## config.mk

```make
export PLATFORM = sky130hd
export DESIGN_NAME = pipe_skid_reg
export DESIGN_NICKNAME = d
export VERILOG_FILES = /design/src/rtl/pipe_skid_reg.sv
export SDC_FILE = /design/constraint.sdc
export NUM_CORES = 1
export LEC_CHECK = 0
export ABC_AREA = 1
export CORE_MARGIN = 2
export CORE_UTILIZATION = 45
export DETAILED_ROUTE_END_ITERATION = 7
export GPL_ROUTABILITY_DRIVEN = 0
export PLACE_DENSITY = 0.75
export SETUP_SLACK_MARGIN = 0.02
export SLEW_MARGIN = 20
export SYNTH_ARGS = -nofsm -noshare
export SYNTH_HDL_FRONTEND = slang
export SYNTH_SLANG_ARGS = --single-unit
export TNS_END_PERCENT = 1
```

## constraint.sdc

```tcl
create_clock -name clk -period 1.6 [get_ports clk]
set_clock_uncertainty 0.05 [all_clocks]
set_input_delay 0.24 -clock clk [delete_from_list [all_inputs] [get_ports clk]]
set_output_delay 0.24 -clock clk [all_outputs]
set_load 0.01 [all_outputs]
```

## src/rtl/pipe_skid_reg.sv

```systemverilog
// pipe_skid_reg: two-entry skid buffer for a pipeline stage boundary.
// Both handshake outputs are flops, so neither in_ready_o nor out_valid_o
// has a combinational path from the opposite side of the stage. The skid
// entry absorbs the one payload that can still arrive in the cycle after
// the downstream stage stalls.
module pipe_skid_reg #(
  parameter int DATA_W    = 64,
  parameter bit FLUSH_CLR = 1'b1
) (
  input  logic              clk,
  input  logic              rst_n,
  input  logic              flush_i,
  input  logic              in_valid_i,
  output logic              in_ready_o,
  input  logic [DATA_W-1:0] in_data_i,
  output logic              out_valid_o,
  input  logic              out_ready_i,
  output logic [DATA_W-1:0] out_data_o,
  output logic [1:0]        count_o
);

  // The state encoding is also the occupancy count.
  typedef enum logic [1:0] {
    EMPTY = 2'd0,
    BUSY  = 2'd1,
    FULL  = 2'd2
  } state_e;

  state_e            state_q, state_d;
  logic [DATA_W-1:0] main_q, main_d;
  logic [DATA_W-1:0] skid_q, skid_d;
  logic              out_valid_q, out_valid_d;
  logic              in_ready_q, in_ready_d;
  logic              in_fire;
  logic              out_fire;

  assign in_fire  = in_valid_i & in_ready_q;
  assign out_fire = out_valid_q & out_ready_i;

  // Next-state and payload-load decisions; registers hold unless a listed transition loads them.
  always_comb begin
    state_d = state_q;
    main_d  = main_q;
    skid_d  = skid_q;
    unique case (state_q)
      EMPTY: begin
        if (in_fire) begin
          state_d = BUSY;
          main_d  = in_data_i;
        end
      end
      BUSY: begin
        if (in_fire && out_fire) begin
          main_d = in_data_i;
        end else if (in_fire) begin
          state_d = FULL;
          skid_d  = in_data_i;
        end else if (out_fire) begin
          // Main keeps its content on drain; out_data_o is don't-care while invalid.
          state_d = EMPTY;
        end
      end
      FULL: begin
        // in_ready_o is low here, so only the downstream side can move.
        if (out_fire) begin
          state_d = BUSY;
          main_d  = skid_q;
        end
      end
      default: begin
        state_d = EMPTY;
      end
    endcase
    // Flush overrides everything: an output fire in the same cycle has
    // already been consumed downstream, and any input payload is dropped.
    if (flush_i) begin
      state_d = EMPTY;
      if (FLUSH_CLR) begin
        main_d = '0;
        skid_d = '0;
      end else begin
        main_d = main_q;
        skid_d = skid_q;
      end
    end
    out_valid_d = (state_d != EMPTY);
    in_ready_d  = (state_d != FULL);
  end

  // State, payload and registered handshake outputs; reset aborts in-flight entries.
  always_ff @(posedge clk or negedge rst_n) begin
    if (!rst_n) begin
      state_q     <= EMPTY;
      main_q      <= '0;
      skid_q      <= '0;
      out_valid_q <= 1'b0;
      in_ready_q  <= 1'b1;
    end else begin
      state_q     <= state_d;
      main_q      <= main_d;
      skid_q      <= skid_d;
      out_valid_q <= out_valid_d;
      in_ready_q  <= in_ready_d;
    end
  end

  assign out_valid_o = out_valid_q;
  assign in_ready_o  = in_ready_q;
  assign out_data_o  = main_q;
  assign count_o     = state_q;

endmodule

```

======== Word-level counts from Yosys, hierarchy flattened ========
Index checks and enable logic that the tools add are counted.
operators by class
  equal/unequal tests ..................... 7
  muxes and demuxes ....................... 15
  bitwise gates (word level) .............. 2
  reductions and logical operators ........ 8
operator list
  operator              count
  $mux W64              7
  $pmux W64 S3          1
  $mux W2               6
  $ne A3 B3 Y1 const B  3
  $pmux W2 S3           1
  $reduce_bool A2 Y1    3
  $ne A2 B2 Y1 const B  2
  $reduce_and A4 Y1     1
  $reduce_bool A4 Y1    1
  $reduce_and A3 Y1     1
  $and A1 B1 Y1         2
  $eq A2 B1 Y1 const B  1
  $eq A2 B2 Y1 const B  1
  $logic_not A2 Y1      1
  $logic_and A1 B1 Y1   1
storage, ports and cells
  register bits after elaboration ......... 132
  input port bits ......................... 69
  output and inout bits ................... 68
  word-level logic and storage cells ...... 37

======== Longest topological paths before layout ========
Gate-level depths: netlist (run 1).
  depth after elaboration ................. 7
  mapped depth ............................ 10
  gate-level depth less buffers ........... 8

======== Least setup slack after synthesis (run 1) ========
OpenSTA, ideal clock, no wires.
  kind .................................... reg-to-reg
  start ................................... register state_q[0] (netlist: count_o[0])
  end ..................................... register main_q[12] (netlist: out_data_o[12])
  library setup time ...................... 0.065 ns
  arrival time ............................ 1.513 ns
  required time ........................... 1.485 ns
  setup slack ............................. -0.029 ns
  cell stages (with the launch flop) ...... 9
  path buffers ............................ 3
  clock period less this slack ............ 1.629 ns
  path through ............................ dfrtp_1 inv_1 ha_1 buf_2 buf_4 buf_2 a21oi_1 nand4_1 nand2_1
between the ends
  cells in the longest elaborated chain, start to end .. 3
  elaborated cells between the ends (all ways) .. 10
  classes of those cells .................. eq/ne: 5; mux: 2; reduce/logical: 3
ends and longest elaborated chain
  what                                                     line  RTL
  start, declared                                          29    state_e state_q, state_d;
  start signal, assigned                                   99    state_q <= state_d;
  $eq A2 B1 Y1, or another cell as far along               45    unique case (state_q)
  $ne A3 B3 Y1 (no line), or another cell as far along     n/a
  $reduce_and A4 Y1 (no line) or $mux W64 (tied branches)  n/a
  end signal, assigned                                     100   main_q <= main_d;
  end, declared                                            30    logic [DATA_W-1:0] main_q, main_d;
Several ways; a longest one is shown, not always the timed one.
A chain may end at the register's enable or synchronous reset.

======== Worst setup path after layout (run 1) ========
  start ................................... register in_ready_q (netlist: in_ready_o)
  end ..................................... register skid_q[53]
between the ends
  cells in the longest elaborated chain, start to end .. 4
  elaborated cells between the ends (all ways) .. 5
  classes of those cells .................. eq/ne: 1; bitwise: 1; reduce/logical: 3
ends and longest elaborated chain
  what                             line  RTL
  start, declared                  33    logic in_ready_q, in_ready_d;
  start signal, assigned           103   in_ready_q <= in_ready_d;
  $and A1 B1 Y1 (*)                37    assign in_fire = in_valid_i & in_ready_q;
  $logic_and A1 B1 Y1              53    if (in_fire && out_fire) begin
  $ne A2 B2 Y1 (no line)           n/a
  $reduce_and A3 Y1 (no line) (*)  n/a
  end signal, assigned             101   skid_q <= skid_d;
  end, declared                    31    logic [DATA_W-1:0] skid_q, skid_d;
Mark *: on every way between the ends. The rest lies on a longest branch, timed or not.

==> results.yml, run 1 <==
die:
  die_y_um: 123
  coreArea_um2: 13900
  num_io_pins: 137
  start_util_pct: 46.0
  die_area_um2: 15200
  die_w_um: 123
  num_rows: 43
global_route:
  grt-ovfl-total: 0
  grt_start_max_net_pins: 83
  grt_first_pass_wirelength_mm: 26.8
  grt_pass1_vias: 5398
  grt_antenna_before_repair: 0
  grt_use_total_pct: 22.7
critical_path:
  worstPathCellList: "nand2_2, inv_2, nand3_2, nor2_4, buf_4, clkbuf_16, nand2_1, o21ai_1"
  cp_max_fo: 16
  timing.critical_path.from: "in_ready_o"
  critPathBufInv: 3
  reg2reg_to: "skid_q[53]"
  crit_slowest_cell: "dfstp_2"
  timing.critical_path.to: "skid_q[53]"
  cp.required_ns: 1.89
  critical_path_class: "register to register"
  r2r_start: "in_ready_o"
  worst_setup_path_end_kind: "register"
  arrival_ns: 1.95
  reg2reg_depth: 8
  max_stage_delay_ns: 0.54
  crit_family: "flip-flops"
  r2r_slack_ns: -0.06
  path_depth: 8
  cp-start-kind: "register"
status:
  status: "finished, violations left"
  violations: "negative setup slack"
run:
  maxCapViolations: 0
synth:
  netlist.area_leader.share_pct: 51.3
  syn_area_um2: 6390
  synth_cells: 780
  syn-num-nets: 853
  synth_warnings: 0
  synth_area_leader_cell: "dfrtp_1"
  ys_ff_latch: 132
  syn_area_per_cell_um2: 8.19
  ys_seq_area_share_pct: 51.7
  synth.area.top_cells: "dfrtp_1 51%, nand2_1 12%, nand3_1 7.5%"
  ys_types: 24
sta:
  setup_ws_ns: -0.0559
  hold_viol_final: 0
  clock.fmax_mhz: 604
  tns_ns: -1.52
  fin_crit_ns: 1.66
  setup_viol: 86
  rsz0062_at_grt: "yes"
  finalCritPeriodShare_pct: 103
  tightest_slew_ns: 0.353
  drv_slew: 0
  slew_headroom_pct: 76.5
clock_tree:
  worstSkewPairLatency_ns: 0.42
  clockBufferDepth: 2
  clock-sinks: 132
  clkTransAtPathRegs_ns: 0.06
  root_buffer: "clkbuf_16"
  htreeDepth: 4
  cts_tree: "built"
  cts_made_buffers: 17
routing:
  detail-route-antenna-nets: 0
  drt-total-wl_mm: 17.0
  num_vias: 5841
  via_per_inst: 5.32
  wl_per_cell_um: 15.5
  drt_pre_antenna_iters: 6
  drc_errors: 0
  drt-initial-drc-count: 644
hold_path:
  worstHoldPathType: "primary input to asynchronous set/reset pin"
finish:
  nets: 978
  final_cell_mix: "206 x nand2_1, 130 x dfrtp_1, 88 x nand3_1"
  final_util_pct: 62.4
  final_common_cell: "nand2_1"
  drive_gt1_share_pct: 9.69
  n_antenna_cell: 0
  syn2layout_area_growth_pct: 35.5
placement:
  port_buffers: 136
  dp_hpwl_mm: 10.3
power:
  p_leak_uw: 0.00446
  vdd_drop_max_v: 0.000973
  powerDensity_nw_per_um2: 1170
[cells in the mapped netlist]
cell type and instances:
a21oi_1 35, buf_1 8, buf_12 1, buf_2 26
buf_4 14, buf_8 6, clkbuf_1 8, dfrtp_1 131
dfstp_2 1, ha_1 4, inv_1 68, inv_2 2
nand2_1 207, nand2_2 3, nand2_4 1, nand3_1 96
nand3_2 1, nand3b_1 1, nand4_1 64, nor2_1 36
nor2_4 2, o21ai_0 34, o21ai_1 30, o21ai_2 1
[power by group]
part           leakage, uW  internal [uW]  switching [uW]
clock             0.000308           2690            1430
combinational      0.00236            892            1270
sequential         0.00179           3680             198
total              0.00446           7260            2900
[registers in the layout (all words and copies together), names as in the netlist]
| name | count |
|---|---|
| out_valid_o | 1 |
| in_ready_o | 1 |
| count_o | 2 |
| skid_q | 64 |
| out_data_o | 64 |
[metrics by stage]
stage / hold slack (ns) / cell area, um2 / setup WS, ns / power [uW] / cells
floorplan: -0.106 / 6390 / 0.0298 / 5130 / 780
global placement: 0.0402 / 7950 / -0.170 / 6160 / 1059
detailed placement: 0.0394 / 7950 / -0.205 / 6200 / 1059
CTS: 0.165 / 8530 / -0.0338 / 10200 / 1093
global route: 0.171 / 8660 / -0.145 / 10600 / 1098
finish: 0.171 / 8660 / -0.0559 / 10200 / 1098
[worst reg2reg max path, stage by stage (launching register included)]
cell,delay (ns)
dfstp_2,0.54
nand2_2,0.10
inv_2,0.09
nand3_2,0.15
nor2_4,0.17
buf_4,0.17
clkbuf_16,0.19
nand2_1,0.05
o21ai_1,0.08
[metal layers]
layer	vias to the layer above	GRT usage, %	part of all wire, %
met5	-	0	0
met4	0	6.61	0.90
met3	17	5.40	6.4
met2	215	36.1	48
met1	2783	31.0	45
li1	2826	-	-
[area by class of cell]
cell class / count / area (um2)
Clock buffer: 24 / 512
Clock inverter: 8 / 120
Inverter: 70 / 265
Timing Repair Buffer: 169 / 1740
Tap cell: 180 / 225
Fill cell: 1218 / 5220
Sequential cell: 132 / 3310
Multi-Input combinational cell: 515 / 2490
[kinds of logic after synthesis]
family	synth area share [%]
and+or+nand+nor	29.2
adders and majority gates	0.783
DFF	51.7
buffers and inverters	10.5
AOI/OAI and AO/OA	7.89
[what timing repair did]
| action | CTS | global route |
|---|---|---|
| gates cloned | 0 | 2 |
| endpoints found under the hold margin | 131 | 0 |
| endpoints found under the setup margin | 196 | 129 |
| hold buffers | 1 | 0 |
| setup buffers | 1 | 3 |
| pin swaps | 0 | 1 |
| gates resized for setup | 71 | 13 |
[how the worst min path moves through the flow]
stage                      from              to  slack (ns)  cells past startpoint
after floorplan           rst_n      count_o[0]       -0.11                      0
after detailed placement  rst_n  out_data_o[58]        0.04                      1
after global placement    rst_n  out_data_o[58]        0.04                      1
after CTS                 rst_n  out_data_o[58]        0.17                      2
after global routing      rst_n  out_data_o[53]        0.17                      2
final                     rst_n  out_data_o[58]        0.17                      2
Note: power is estimated with default switching activity, not from simulation.
==> run 2: changes to the inputs <==
--- a/config.mk
+++ b/config.mk
@@ -6,6 +6,7 @@
 export NUM_CORES = 1
 export LEC_CHECK = 0
 export ABC_AREA = 1
+export ABC_CLOCK_PERIOD_IN_PS = 1600
 export CORE_MARGIN = 2
 export CORE_UTILIZATION = 45
 export DETAILED_ROUTE_END_ITERATION = 7
==> results of run 2 <==
Final layout, timing and power as in run 1 (identical DEF).
==> run 3: changes to the inputs <==
--- a/config.mk
+++ b/config.mk
@@ -6,13 +6,12 @@
 export NUM_CORES = 1
 export LEC_CHECK = 0
 export ABC_AREA = 1
-export ABC_CLOCK_PERIOD_IN_PS = 1600
+export ABC_CLOCK_PERIOD_IN_PS = 1830
 export CORE_MARGIN = 2
 export CORE_UTILIZATION = 45
 export DETAILED_ROUTE_END_ITERATION = 7
 export GPL_ROUTABILITY_DRIVEN = 0
-export PLACE_DENSITY = 0.75
-export SETUP_SLACK_MARGIN = 0.02
+export PLACE_DENSITY = 0.72
 export SLEW_MARGIN = 20
 export SYNTH_ARGS = -nofsm -noshare
 export SYNTH_HDL_FRONTEND = slang
==> constraint.sdc (replaced) <==
create_clock -name clk -period 1.83 [get_ports clk]
set_clock_uncertainty 0.05 [all_clocks]
set_input_delay 0.2745 -clock clk [delete_from_list [all_inputs] [get_ports clk]]
set_output_delay 0.2745 -clock clk [all_outputs]
set_load 0.01 [all_outputs]
==> run 3 against run 2 <==
Net effect: the flow now finishes without violations; die area unchanged; worst hold slack improved by 0.14 ns; combinational power decreased by 6%; non-clock buffer count decreased by 2; sequential cell count unchanged; power decreased by 15%; first-iteration DRC count decreased by 13%; wire length decreased by 3.8%; cell area decreased by 0.72%; utilization decreased by 0.45 points; via count decreased by 1.3%; global-route usage decreased by 0.36 points; critical endpoint is now count_o[0]; largest power group is now registers; highest routed layer unchanged.
==> results.yml, run 3 (synthesis gave the netlist of run 1 again) <==
power:
  p_leak_uw: 0.00417
  powerDensity_nw_per_um2: 1010
  vdd_drop_max_v: 0.000629
global_route:
  grt_start_max_net_pins: 65
  grt_pass1_vias: 5307
  grt_first_pass_wirelength_mm: 26.6
  grt_use_total_pct: 22.3
  grt-ovfl-total: 0
  grt_antenna_before_repair: 0
sta:
  rsz0062_at_grt: "no"
  fin_crit_ns: 1.73
  setup_viol: 0
  finalCritPeriodShare_pct: 94.8
  hold_viol_final: 0
  clock.fmax_mhz: 576
  drv_slew: 0
  tightest_slew_ns: 0.441
  slew_headroom_pct: 70.6
  hold_ws_ns: 0.314
hold_path:
  worstHoldPathType: "primary input to asynchronous set/reset pin"
clock_tree:
  clkTransAtPathRegs_ns: 0.05
  cts_made_buffers: 17
  htreeDepth: 4
  worstSkewPairLatency_ns: 0.41
  root_buffer: "clkbuf_16"
  clock-sinks: 132
  clockBufferDepth: 2
  cts_tree: "built"
  post-cts-setup-buffers: 0
critical_path:
  cp-start-kind: "register"
  cp_max_fo: 4
  cp.required_ns: 1.51
  reg2reg_to: "skid_q[60]"
  r2r_start: "count_o[1]"
  worst_setup_path_end_kind: "primary output"
  reg2reg_depth: 7
  r2r_slack_ns: 0.12
  arrival_ns: 1.41
  critical_path_class: "register to primary output"
die:
  start_util_pct: 46.0
  num_rows: 43
  num_io_pins: 137
  die_area_um2: 15200
  die_y_um: 123
  die_w_um: 123
  coreArea_um2: 13900
finish:
  seq_area_um2: 3300
  final_common_cell: "nand2_1"
  drive_gt1_share_pct: 7.44
  n_antenna_cell: 0
  final_cell_mix: "207 x nand2_1, 133 x clkdlybuf4s50_1, 131 x dfrtp_1"
  multi_input_area_um2: 2440
  final_area_um2: 8600
  nets: 976
  fillers: 1205
  syn2layout_area_growth_pct: 34.5
placement:
  dp_hpwl_mm: 10.0
  dpl-instance-area_um2: 7990
  port_buffers: 136
status:
  status: "finished clean"
routing:
  drt-total-wl_mm: 16.4
  wl_per_cell_um: 15.0
  drc_errors: 0
  num_vias: 5764
  detail-route-antenna-nets: 0
  via_per_inst: 5.27
  drt_pre_antenna_iters: 6
  drt-initial-drc-count: 560
run:
  maxCapViolations: 0
## run 3: where the power goes
| group | leakage (uW) | internal, uW | total [uW] | switching (uW) |
|---|---|---|---|---|
| clock | 0.000277 | 2090 | 3260 | 1160 |
| combinational | 0.00210 | 930 | 2030 | 1100 |
| sequential | 0.00179 | 3220 | 3390 | 170 |
## run 3: cell type report
class / count / share of cell area, %
Sequential cell: 132 / 38.4
Multi-Input combinational cell: 515 / 28.4
Timing Repair Buffer: 167 / 21.0
Clock buffer: 25 / 5.65
Inverter: 70 / 3.09
Tap cell: 180 / 2.62
Clock inverter: 5 / 0.873
## run 3: per-stage QoR
step	total power (uW)	worst slack (ns)	util (%)	TNS (ns)	cells
global placement	5390	0.0385	57.5	0	1062
CTS	8670	0.0114	61.7	0	1093
detailed placement	5410	-0.0139	57.5	-0.0274	1062
global route	9090	0.0151	61.9	0	1094
finish	8680	0.0952	61.9	0	1094
floorplan	4490	0.201	-	0	780
## run 3: layer usage
| metal | vias up | GRT usage (%) | wire (um) |
|---|---|---|---|
| met5 | - | 0 | 0 |
| met4 | 0 | 5.54 | 176 |
| met3 | 17 | 5.95 | 1240 |
| met2 | 215 | 34.3 | 7480 |
| met1 | 2711 | 31.7 | 7500 |
| li1 | 2821 | - | - |
## run 3: worst max-delay path by stage
stage                            from              to  slack (ns)
after floorplan            count_o[0]  out_data_o[12]        0.20
after global placement     in_valid_i  out_data_o[33]        0.04
after detailed placement  out_ready_i   out_data_o[9]       -0.01
after CTS                  count_o[1]      count_o[1]        0.01
after global routing       count_o[1]      skid_q[60]        0.02
final                      count_o[0]      count_o[0]         0.1
## run 3: worst max-delay path, cell delays in order, from the launching register on
cell and delay, ns:
dfrtp_1 0.34, buf_4 0.13, clkdlybuf4s50_1 0.53
## run 3: repair_timing
| item | 4_1_cts | 5_1_grt |
|---|---|---|
| hold buffers | 1 | 0 |
| setup endpoints to repair | 0 | 4 |
| resized for setup | 0 | 3 |
| hold endpoints to repair | 41 | 0 |
